$ cat config.mk
export PLATFORM = sky130hd
export DESIGN_NAME = bp_weight_scheduler_flat
export DESIGN_NICKNAME = d
export VERILOG_FILES = /design/src/rtl/bp_weight_scheduler_if.sv /design/src/rtl/bp_weight_scheduler.sv /design/src/flat_wrapper.sv
export SDC_FILE = /design/constraint.sdc
export NUM_CORES = 1
export LEC_CHECK = 0
export CAP_MARGIN = 10
export CORE_ASPECT_RATIO = 1.75
export CORE_MARGIN = 5
export CORE_UTILIZATION = 50
export CTS_CLUSTER_DIAMETER = 80
export DETAILED_ROUTE_END_ITERATION = 16
export PLACE_DENSITY = 0.9
export SYNTH_ARGS = -nofsm -noshare
export SYNTH_HDL_FRONTEND = slang
export SYNTH_SLANG_ARGS = --single-unit
$ cat constraint.sdc
create_clock -name clk_i -period 2.81 [get_ports clk_i]
set_input_delay 0.4215 -clock clk_i [delete_from_list [all_inputs] [get_ports clk_i]]
set_output_delay 0.4215 -clock clk_i [all_outputs]
set_load 0.01 [all_outputs]
$ cat src/rtl/bp_weight_scheduler_if.sv
// Handshake and data bundle between the epoch scheduler and the network datapath/control.
// The master modport is the driving side (control plus datapath); the scheduler uses slave.
interface bp_weight_scheduler_if #(
  parameter int NUM_W   = 8,
  parameter int W_WIDTH = 8
);
  logic                       en_i;
  logic                       init_i;
  logic                       f_end_i;
  logic                       bp_done_i;
  logic [W_WIDTH-1:0]         bp_w_i;
  logic                       fwd_start_o;
  logic                       zero_loss_o;
  logic                       bp_start_o;
  logic [$clog2(NUM_W)-1:0]   bp_sel_o;
  logic [W_WIDTH-1:0]         bp_w_o;
  logic [NUM_W*W_WIDTH-1:0]   weights_o;
  logic [3:0]                 epoch_o;
  logic                       busy_o;
  logic                       done_o;
  logic                       err_o;

  modport master (
    output en_i, init_i, f_end_i, bp_done_i, bp_w_i,
    input  fwd_start_o, zero_loss_o, bp_start_o, bp_sel_o, bp_w_o,
           weights_o, epoch_o, busy_o, done_o, err_o
  );

  modport slave (
    input  en_i, init_i, f_end_i, bp_done_i, bp_w_i,
    output fwd_start_o, zero_loss_o, bp_start_o, bp_sel_o, bp_w_o,
           weights_o, epoch_o, busy_o, done_o, err_o
  );
endinterface

$ cat src/rtl/bp_weight_scheduler.sv
// Epoch sequencer for the 4-8-1 net: forward pass, then one shared backprop unit stepped over
// every hidden-to-output weight. It also owns the weight file.
//   state       | meaning
//   S_IDLE      | waiting for init_i
//   S_FWD       | fwd_start_o pulse
//   S_FWD_WAIT  | waiting for f_end_i (watchdog running)
//   S_BP_ISSUE  | bp_start_o pulse for weight idx
//   S_BP_WAIT   | waiting for bp_done_i, then commit weight idx (watchdog running)
//   S_EPOCH_END | zero_loss_o pulse, epoch count advance
//   S_DONE      | all epochs run, waiting for init_i to drop
module bp_weight_scheduler #(
  parameter int NUM_W   = 8,
  parameter int W_WIDTH = 8,
  parameter int EPOCHS  = 16,
  parameter int TIMEOUT = 255
) (
  input logic                   clk_i,
  input logic                   rst_i,
  bp_weight_scheduler_if.slave  bus
);
  localparam int IW  = $clog2(NUM_W);
  localparam int WDW = $clog2(TIMEOUT + 1);

  typedef enum logic [2:0] {
    S_IDLE, S_FWD, S_FWD_WAIT, S_BP_ISSUE, S_BP_WAIT, S_EPOCH_END, S_DONE
  } state_e;

  state_e             state_q, state_d;
  logic [IW-1:0]      idx_q, idx_d;
  logic [3:0]         epoch_q, epoch_d;
  logic [WDW-1:0]     wd_q, wd_d;
  logic               err_q, err_d;
  logic [W_WIDTH-1:0] weight_q [NUM_W];
  logic [W_WIDTH-1:0] weight_d [NUM_W];
  logic [4:0]         epoch_inc;

  always_ff @(posedge clk_i or posedge rst_i) begin
    if (rst_i) begin
      state_q <= S_IDLE;
      idx_q   <= '0;
      epoch_q <= '0;
      wd_q    <= '0;
      err_q   <= 1'b0;
      for (int k = 0; k < NUM_W; k++) weight_q[k] <= W_WIDTH'(k + 1);
    end else begin
      state_q  <= state_d;
      idx_q    <= idx_d;
      epoch_q  <= epoch_d;
      wd_q     <= wd_d;
      err_q    <= err_d;
      weight_q <= weight_d;
    end
  end

  // Watchdog is a down-counter loaded on entry to a wait state; expiry at zero.
  // A same-cycle bp_done_i is checked first so a late completion still commits.
  always_comb begin
    state_d   = state_q;
    idx_d     = idx_q;
    epoch_d   = epoch_q;
    wd_d      = wd_q;
    err_d     = err_q;
    weight_d  = weight_q;
    epoch_inc = {1'b0, epoch_q} + 5'd1;
    if (bus.en_i) begin
      case (state_q)
        S_IDLE: if (bus.init_i) begin
          state_d = S_FWD;
          idx_d   = '0;
          epoch_d = '0;
          err_d   = 1'b0;
        end
        S_FWD: begin
          state_d = S_FWD_WAIT;
          wd_d    = WDW'(TIMEOUT - 1);
        end
        S_FWD_WAIT: begin
          if (bus.f_end_i) begin
            state_d = S_BP_ISSUE;
            idx_d   = '0;
          end else if (wd_q == '0) begin
            state_d = S_IDLE;
            err_d   = 1'b1;
          end else begin
            wd_d = wd_q - 1'b1;
          end
        end
        S_BP_ISSUE: begin
          state_d = S_BP_WAIT;
          wd_d    = WDW'(TIMEOUT - 1);
        end
        S_BP_WAIT: begin
          if (bus.bp_done_i) begin
            weight_d[idx_q] = bus.bp_w_i;
            if (idx_q == IW'(NUM_W - 1)) begin
              state_d = S_EPOCH_END;
            end else begin
              idx_d   = idx_q + 1'b1;
              state_d = S_BP_ISSUE;
            end
          end else if (wd_q == '0) begin
            state_d = S_IDLE;
            err_d   = 1'b1;
          end else begin
            wd_d = wd_q - 1'b1;
          end
        end
        S_EPOCH_END: begin
          epoch_d = epoch_inc[3:0];
          state_d = (epoch_inc == 5'(EPOCHS)) ? S_DONE : S_FWD;
        end
        S_DONE: if (!bus.init_i) state_d = S_IDLE;
        default: state_d = S_IDLE;
      endcase
    end
  end

  assign bus.fwd_start_o = bus.en_i && (state_q == S_FWD);
  assign bus.bp_start_o  = bus.en_i && (state_q == S_BP_ISSUE);
  assign bus.zero_loss_o = bus.en_i && (state_q == S_EPOCH_END);
  assign bus.busy_o      = (state_q != S_IDLE) && (state_q != S_DONE);
  assign bus.done_o      = (state_q == S_DONE);
  assign bus.err_o       = err_q;
  assign bus.epoch_o     = epoch_q;
  assign bus.bp_sel_o    = idx_q;
  assign bus.bp_w_o      = weight_q[idx_q];

  always_comb begin
    bus.weights_o = '0;
    for (int k = 0; k < NUM_W; k++) bus.weights_o[k*W_WIDTH +: W_WIDTH] = weight_q[k];
  end
endmodule
$ cat src/flat_wrapper.sv
// flat-port wrapper written by rule: the top's interface ports become plain ports
module bp_weight_scheduler_flat 
#(
  parameter int NUM_W   = 8,
  parameter int W_WIDTH = 8,
  parameter int EPOCHS  = 16,
  parameter int TIMEOUT = 255
)
  (clk_i, rst_i, bus_en_i, bus_init_i, bus_f_end_i, bus_bp_done_i, bus_bp_w_i, bus_fwd_start_o, bus_zero_loss_o, bus_bp_start_o, bus_bp_sel_o, bus_bp_w_o, bus_weights_o, bus_epoch_o, bus_busy_o, bus_done_o, bus_err_o);
  bp_weight_scheduler_if #(.NUM_W(NUM_W), .W_WIDTH(W_WIDTH)) bus_i ();
  input logic clk_i;
  input logic rst_i;
  input wire logic [$bits(bus_i.en_i)-1:0] bus_en_i;
  input wire logic [$bits(bus_i.init_i)-1:0] bus_init_i;
  input wire logic [$bits(bus_i.f_end_i)-1:0] bus_f_end_i;
  input wire logic [$bits(bus_i.bp_done_i)-1:0] bus_bp_done_i;
  input wire logic [$bits(bus_i.bp_w_i)-1:0] bus_bp_w_i;
  output wire logic [$bits(bus_i.fwd_start_o)-1:0] bus_fwd_start_o;
  output wire logic [$bits(bus_i.zero_loss_o)-1:0] bus_zero_loss_o;
  output wire logic [$bits(bus_i.bp_start_o)-1:0] bus_bp_start_o;
  output wire logic [$bits(bus_i.bp_sel_o)-1:0] bus_bp_sel_o;
  output wire logic [$bits(bus_i.bp_w_o)-1:0] bus_bp_w_o;
  output wire logic [$bits(bus_i.weights_o)-1:0] bus_weights_o;
  output wire logic [$bits(bus_i.epoch_o)-1:0] bus_epoch_o;
  output wire logic [$bits(bus_i.busy_o)-1:0] bus_busy_o;
  output wire logic [$bits(bus_i.done_o)-1:0] bus_done_o;
  output wire logic [$bits(bus_i.err_o)-1:0] bus_err_o;
  assign bus_i.en_i = bus_en_i;
  assign bus_i.init_i = bus_init_i;
  assign bus_i.f_end_i = bus_f_end_i;
  assign bus_i.bp_done_i = bus_bp_done_i;
  assign bus_i.bp_w_i = bus_bp_w_i;
  assign bus_fwd_start_o = bus_i.fwd_start_o;
  assign bus_zero_loss_o = bus_i.zero_loss_o;
  assign bus_bp_start_o = bus_i.bp_start_o;
  assign bus_bp_sel_o = bus_i.bp_sel_o;
  assign bus_bp_w_o = bus_i.bp_w_o;
  assign bus_weights_o = bus_i.weights_o;
  assign bus_epoch_o = bus_i.epoch_o;
  assign bus_busy_o = bus_i.busy_o;
  assign bus_done_o = bus_i.done_o;
  assign bus_err_o = bus_i.err_o;
  bp_weight_scheduler #(.NUM_W(NUM_W), .W_WIDTH(W_WIDTH), .EPOCHS(EPOCHS), .TIMEOUT(TIMEOUT)) u_core (.clk_i(clk_i), .rst_i(rst_i), .bus(bus_i));
endmodule
==> flow_metrics.env <==
export IMPL_run_status="finished clean"
export IMPL_share_of_cells_above_drive_strength_1_pct=29.7
export IMPL_die_width_um=79.3
export IMPL_num_nets_final=485
export IMPL_worst_path_max_fanout=11
export IMPL_synthXorXnorAreaFrac_pct=0.416
export IMPL_layout_min_cycle_time_ns=2.72
export IMPL_number_of_design_rule_violations_left_after_detail_routing=0
export IMPL_worst_clock_skew_ns=0.00546
export IMPL_grt_start_max_net_pins=53
export IMPL_setup_tns_final_ns=0
export IMPL_reg2reg_depth=5
export IMPL_gpl_final_weighted_congestion=0.921
export IMPL_critical_path_endpoint_type="output pin"
export IMPL_fmaxAchievable_mhz=367
export IMPL_final_seq_area_um2=2090
export IMPL_post_synthesis_compound_gate_area_fraction_pct=11.3
export IMPL_asyncSetResetFlopFracSynth_pct=100
export IMPL_detail_route_wirelength_um=11900
export IMPL_detailedRoute_firstIterationViolations=248
export IMPL_worst_skew_pair_late_latency_ns=0.34
export IMPL_number_of_buffers_inserted_during_clock_tree_synthesis=9
export IMPL_synth_cell_area_um2=4210
export IMPL_worstReg2RegStart="u_core.state_q[2]$_DFFE_PP0P_"
export IMPL_fp_dieArea_um2=10400
export IMPL_post_route_period_util_pct=96.9
export IMPL_power_per_cell_area_nw_per_um2=828
export IMPL_groute_usage_overall_pct=23.7
export IMPL_groute_layer_met3_usage_pct=4.25
export IMPL_drt_pass1_iter_count=5
export IMPL_fill_cells=568
export IMPL_antennaDiodeCount=0
export IMPL_synth_yosys_seq_area_share_pct=49.7
export IMPL_cts_sink_count=83
export IMPL_critPathKind="reg -> out"
export IMPL_worstMarginPinSlew_ns=0.561
export IMPL_die_h_um=131
export IMPL_timing_final_hold_violations=0
export IMPL_ys_dominant_reg_cell="sky130_fd_sc_hd__dfrtp_1"
export IMPL_global_route_usage_met1_pct=27.1
export IMPL_yosysWarningCount=0
export IMPL_critical_path_arrival_ns=2.30
export IMPL_route_vias_total=3455
export IMPL_area_growth_syn_to_layout_pct=36.3
export IMPL_postSynthCellCount=359
export IMPL_relSlewSlack_pct=62.6
export IMPL_core_area_um2=8260
export IMPL_multiInputGateArea_um2=2010
export IMPL_post_cts_buffers=0
export IMPL_ctsHtreeMaxLevel=3
export IMPL_overflow_after_grt=0
export IMPL_layout_core_utilization_pct=69.5
export IMPL_cts_tree="built"
export IMPL_post_drt_via_cell_ratio=6.13
export IMPL_ctsRootBufferMaster="sky130_fd_sc_hd__clkbuf_16"
export IMPL_grt_most_used_layer="met2"
export IMPL_dominant_combinational_cell_family_by_area_after_synthesis="multiplexers"
export IMPL_yosys_mux_area_fraction_pct=24.0
export IMPL_grt_antenna_before_repair=0
export IMPL_unrepaired_setup_endpoints_after_global_routing="false"
export IMPL_simple_gate_share_of_the_synthesized_area_pct=10.8
export IMPL_syn_nets=377
export IMPL_vias_in_the_first_global_route=3611
export IMPL_timing_reg2reg_setup_slack_ns=0.53
export IMPL_port_buffers=98
export IMPL_yosysUniqueCellTypes=45
export IMPL_floorplan_io_pins=99
export IMPL_worst_setup_path_start_kind="register"
export IMPL_hold_path_class="in -> async"
export IMPL_cap_violations=0
export IMPL_clock_tree_buffer_depth=2
export IMPL_antenna_violating_nets_post_route=0
export IMPL_syn_avg_cell_area_um2=11.7
export IMPL_dp_hpwl_um=8450
export IMPL_timing_max_transition_violations_final=0
export IMPL_use_met2_pct=40.9
export IMPL_detail_route_wl_per_cell_um=21.2
export IMPL_initial_util_pct=51.0
export IMPL_arithmetic_cell_share_of_the_synthesized_area_counting_full_adders_half_adders_and_majority_gates_pct=1.19
export IMPL_max_vdd_ir_drop_mv=0.532
export IMPL_report_final_setup_viol=0
export IMPL_placement_rows=44
export IMPL_ys_seq_elements=83
export IMPL_clk_pin_slew_ns=0.06
export IMPL_power_leakage_nw=2.47
export IMPL_worst_endpoint_required_ns=2.39
export IMPL_synth_edff_count=0
export IMPL_global_route_wire_length_before_repair_um=19100
export IMPL_reg2reg_to="u_core.bus.weights_o[43]$_DFFE_PP0P_"
## synth_stat cells (3+ instances only)
master,n,area [µm²]
sky130_fd_sc_hd__o21ai_0,20,100
sky130_fd_sc_hd__inv_1,11,41.3
sky130_fd_sc_hd__nand2_1,21,78.8
sky130_fd_sc_hd__dfrtp_1,70,1750
sky130_fd_sc_hd__ha_1,4,50.1
sky130_fd_sc_hd__dfstp_2,13,342
sky130_fd_sc_hd__a31oi_1,3,18.8
sky130_fd_sc_hd__o221ai_1,4,35.0
sky130_fd_sc_hd__mux2_2,79,890
sky130_fd_sc_hd__and3_1,3,18.8
sky130_fd_sc_hd__mux2i_1,12,120
sky130_fd_sc_hd__nand3_1,12,60.1
sky130_fd_sc_hd__nor2b_1,6,37.5
sky130_fd_sc_hd__clkbuf_1,8,30.0
sky130_fd_sc_hd__buf_2,5,25.0
sky130_fd_sc_hd__a22oi_1,15,113
sky130_fd_sc_hd__nand2_2,6,37.5
sky130_fd_sc_hd__nor2_1,17,63.8
sky130_fd_sc_hd__o31ai_1,3,22.5
sky130_fd_sc_hd__a21oi_1,16,80.1
## sequential cells by signal, indices dropped and copies added, names as in the netlist
name and count:
u_core.bus.weights_o 64, u_core.bus.bp_sel_o 3, u_core.state_q 3, u_core.bus.epoch_o 4
u_core.wd_q 8, u_core.bus.err_o 1
## power breakdown
part           switching (mW)  leakage, nW  internal (mW)  total [mW]
clock                   0.460        0.183           1.01        1.47
sequential              0.244         1.06           1.41        1.65
combinational           0.770         1.23          0.855        1.63
total                    1.47         2.47           3.27        4.75
## layer usage
layer | up-vias | share of wire (%)
met5 | - | 0
met4 | 0 | 3.6
met3 | 31 | 5.9
met2 | 180 | 54
met1 | 1718 | 37
li1 | 1526 | -
## layout by cell type (no fill, tap or decap), types with 3 or more instances in the layout
master	netlist	routed
sky130_fd_sc_hd__a22oi_1	15	15
sky130_fd_sc_hd__mux2_2	79	79
sky130_fd_sc_hd__buf_4	1	13
sky130_fd_sc_hd__dfrtp_1	70	69
sky130_fd_sc_hd__o31ai_1	3	3
sky130_fd_sc_hd__mux2i_1	12	12
sky130_fd_sc_hd__inv_1	11	10
sky130_fd_sc_hd__clkdlybuf4s50_1	0	98
sky130_fd_sc_hd__o221ai_1	4	4
sky130_fd_sc_hd__ha_1	4	4
sky130_fd_sc_hd__nor2b_1	6	6
sky130_fd_sc_hd__and3_1	3	3
sky130_fd_sc_hd__nand2_2	6	6
sky130_fd_sc_hd__a21oi_1	16	16
sky130_fd_sc_hd__nor2_1	17	16
sky130_fd_sc_hd__dfstp_2	13	13
sky130_fd_sc_hd__a31oi_1	3	3
sky130_fd_sc_hd__nand2_1	21	21
sky130_fd_sc_hd__clkbuf_16	0	9
sky130_fd_sc_hd__o21ai_0	20	20
sky130_fd_sc_hd__nand3_1	12	12
sky130_fd_sc_hd__bufinv_16	0	4
## worst max-delay path by stage
stage	start	end	slack, ns
2_1_floorplan	rst_i	u_core.bus.bp_sel_o[0]$_DFFE_PP0P_	0.27
3_3_place_gp	bus_en_i	bus_bp_start_o	0.37
3_5_place_dp	bus_en_i	bus_bp_start_o	0.33
4_1_cts	u_core.bus.bp_sel_o[1]$_DFFE_PP0P_	bus_bp_w_o[5]	0.06
5_1_grt	u_core.bus.bp_sel_o[1]$_DFFE_PP0P_	bus_bp_w_o[1]	0.02
6_report	u_core.bus.bp_sel_o[1]$_DFFE_PP0P_	bus_bp_w_o[1]	0.09
## final cells by class
class | instances | share of cell area [%]
Timing Repair Buffer | 112 | 19.1
Multi-Input combinational cell | 250 | 35.0
Sequential cell | 83 | 36.5
Inverter | 11 | 0.742
Clock inverter | 4 | 2.09
Clock buffer | 12 | 4.47
Tap cell | 92 | 2.01
## critical path, stage by stage (launching register included)
cell                              delay, ns
sky130_fd_sc_hd__dfrtp_2               0.48
sky130_fd_sc_hd__nor2_1                0.33
sky130_fd_sc_hd__buf_4                 0.23
sky130_fd_sc_hd__a22oi_1               0.09
sky130_fd_sc_hd__o21ai_0               0.24
sky130_fd_sc_hd__clkdlybuf4s50_1       0.59
## cell families after synthesis
kind of cell / after synthesis
adder cells (fa/ha/maj): 4
XOR/XNOR: 2
AO/OA/AOI/OAI: 71
multiplexers: 91
flip-flops: 83
AND/OR/NAND/NOR: 82
buffers and inverters: 26
## repair_timing
item	4_1_cts	5_1_grt
gates cloned	0	0
hold buffers	0	0
gates resized for setup	1	1
setup endpoints to repair	2	4
## stage by stage
stage	cells	power (mW)	area (µm²)	setup WS, ns	hold slack [ns]
6_report	564	4.75	5740	0.0883	0.450
5_1_grt	564	4.95	5740	0.0238	0.509
4_1_cts	564	4.75	5740	0.0572	0.463
3_5_place_dp	548	3.27	5360	0.332	0.494
3_3_place_gp	548	3.21	5360	0.365	0.485
2_1_floorplan	359	2.46	4210	0.273	0.466
(Power assumes the default switching activity.)
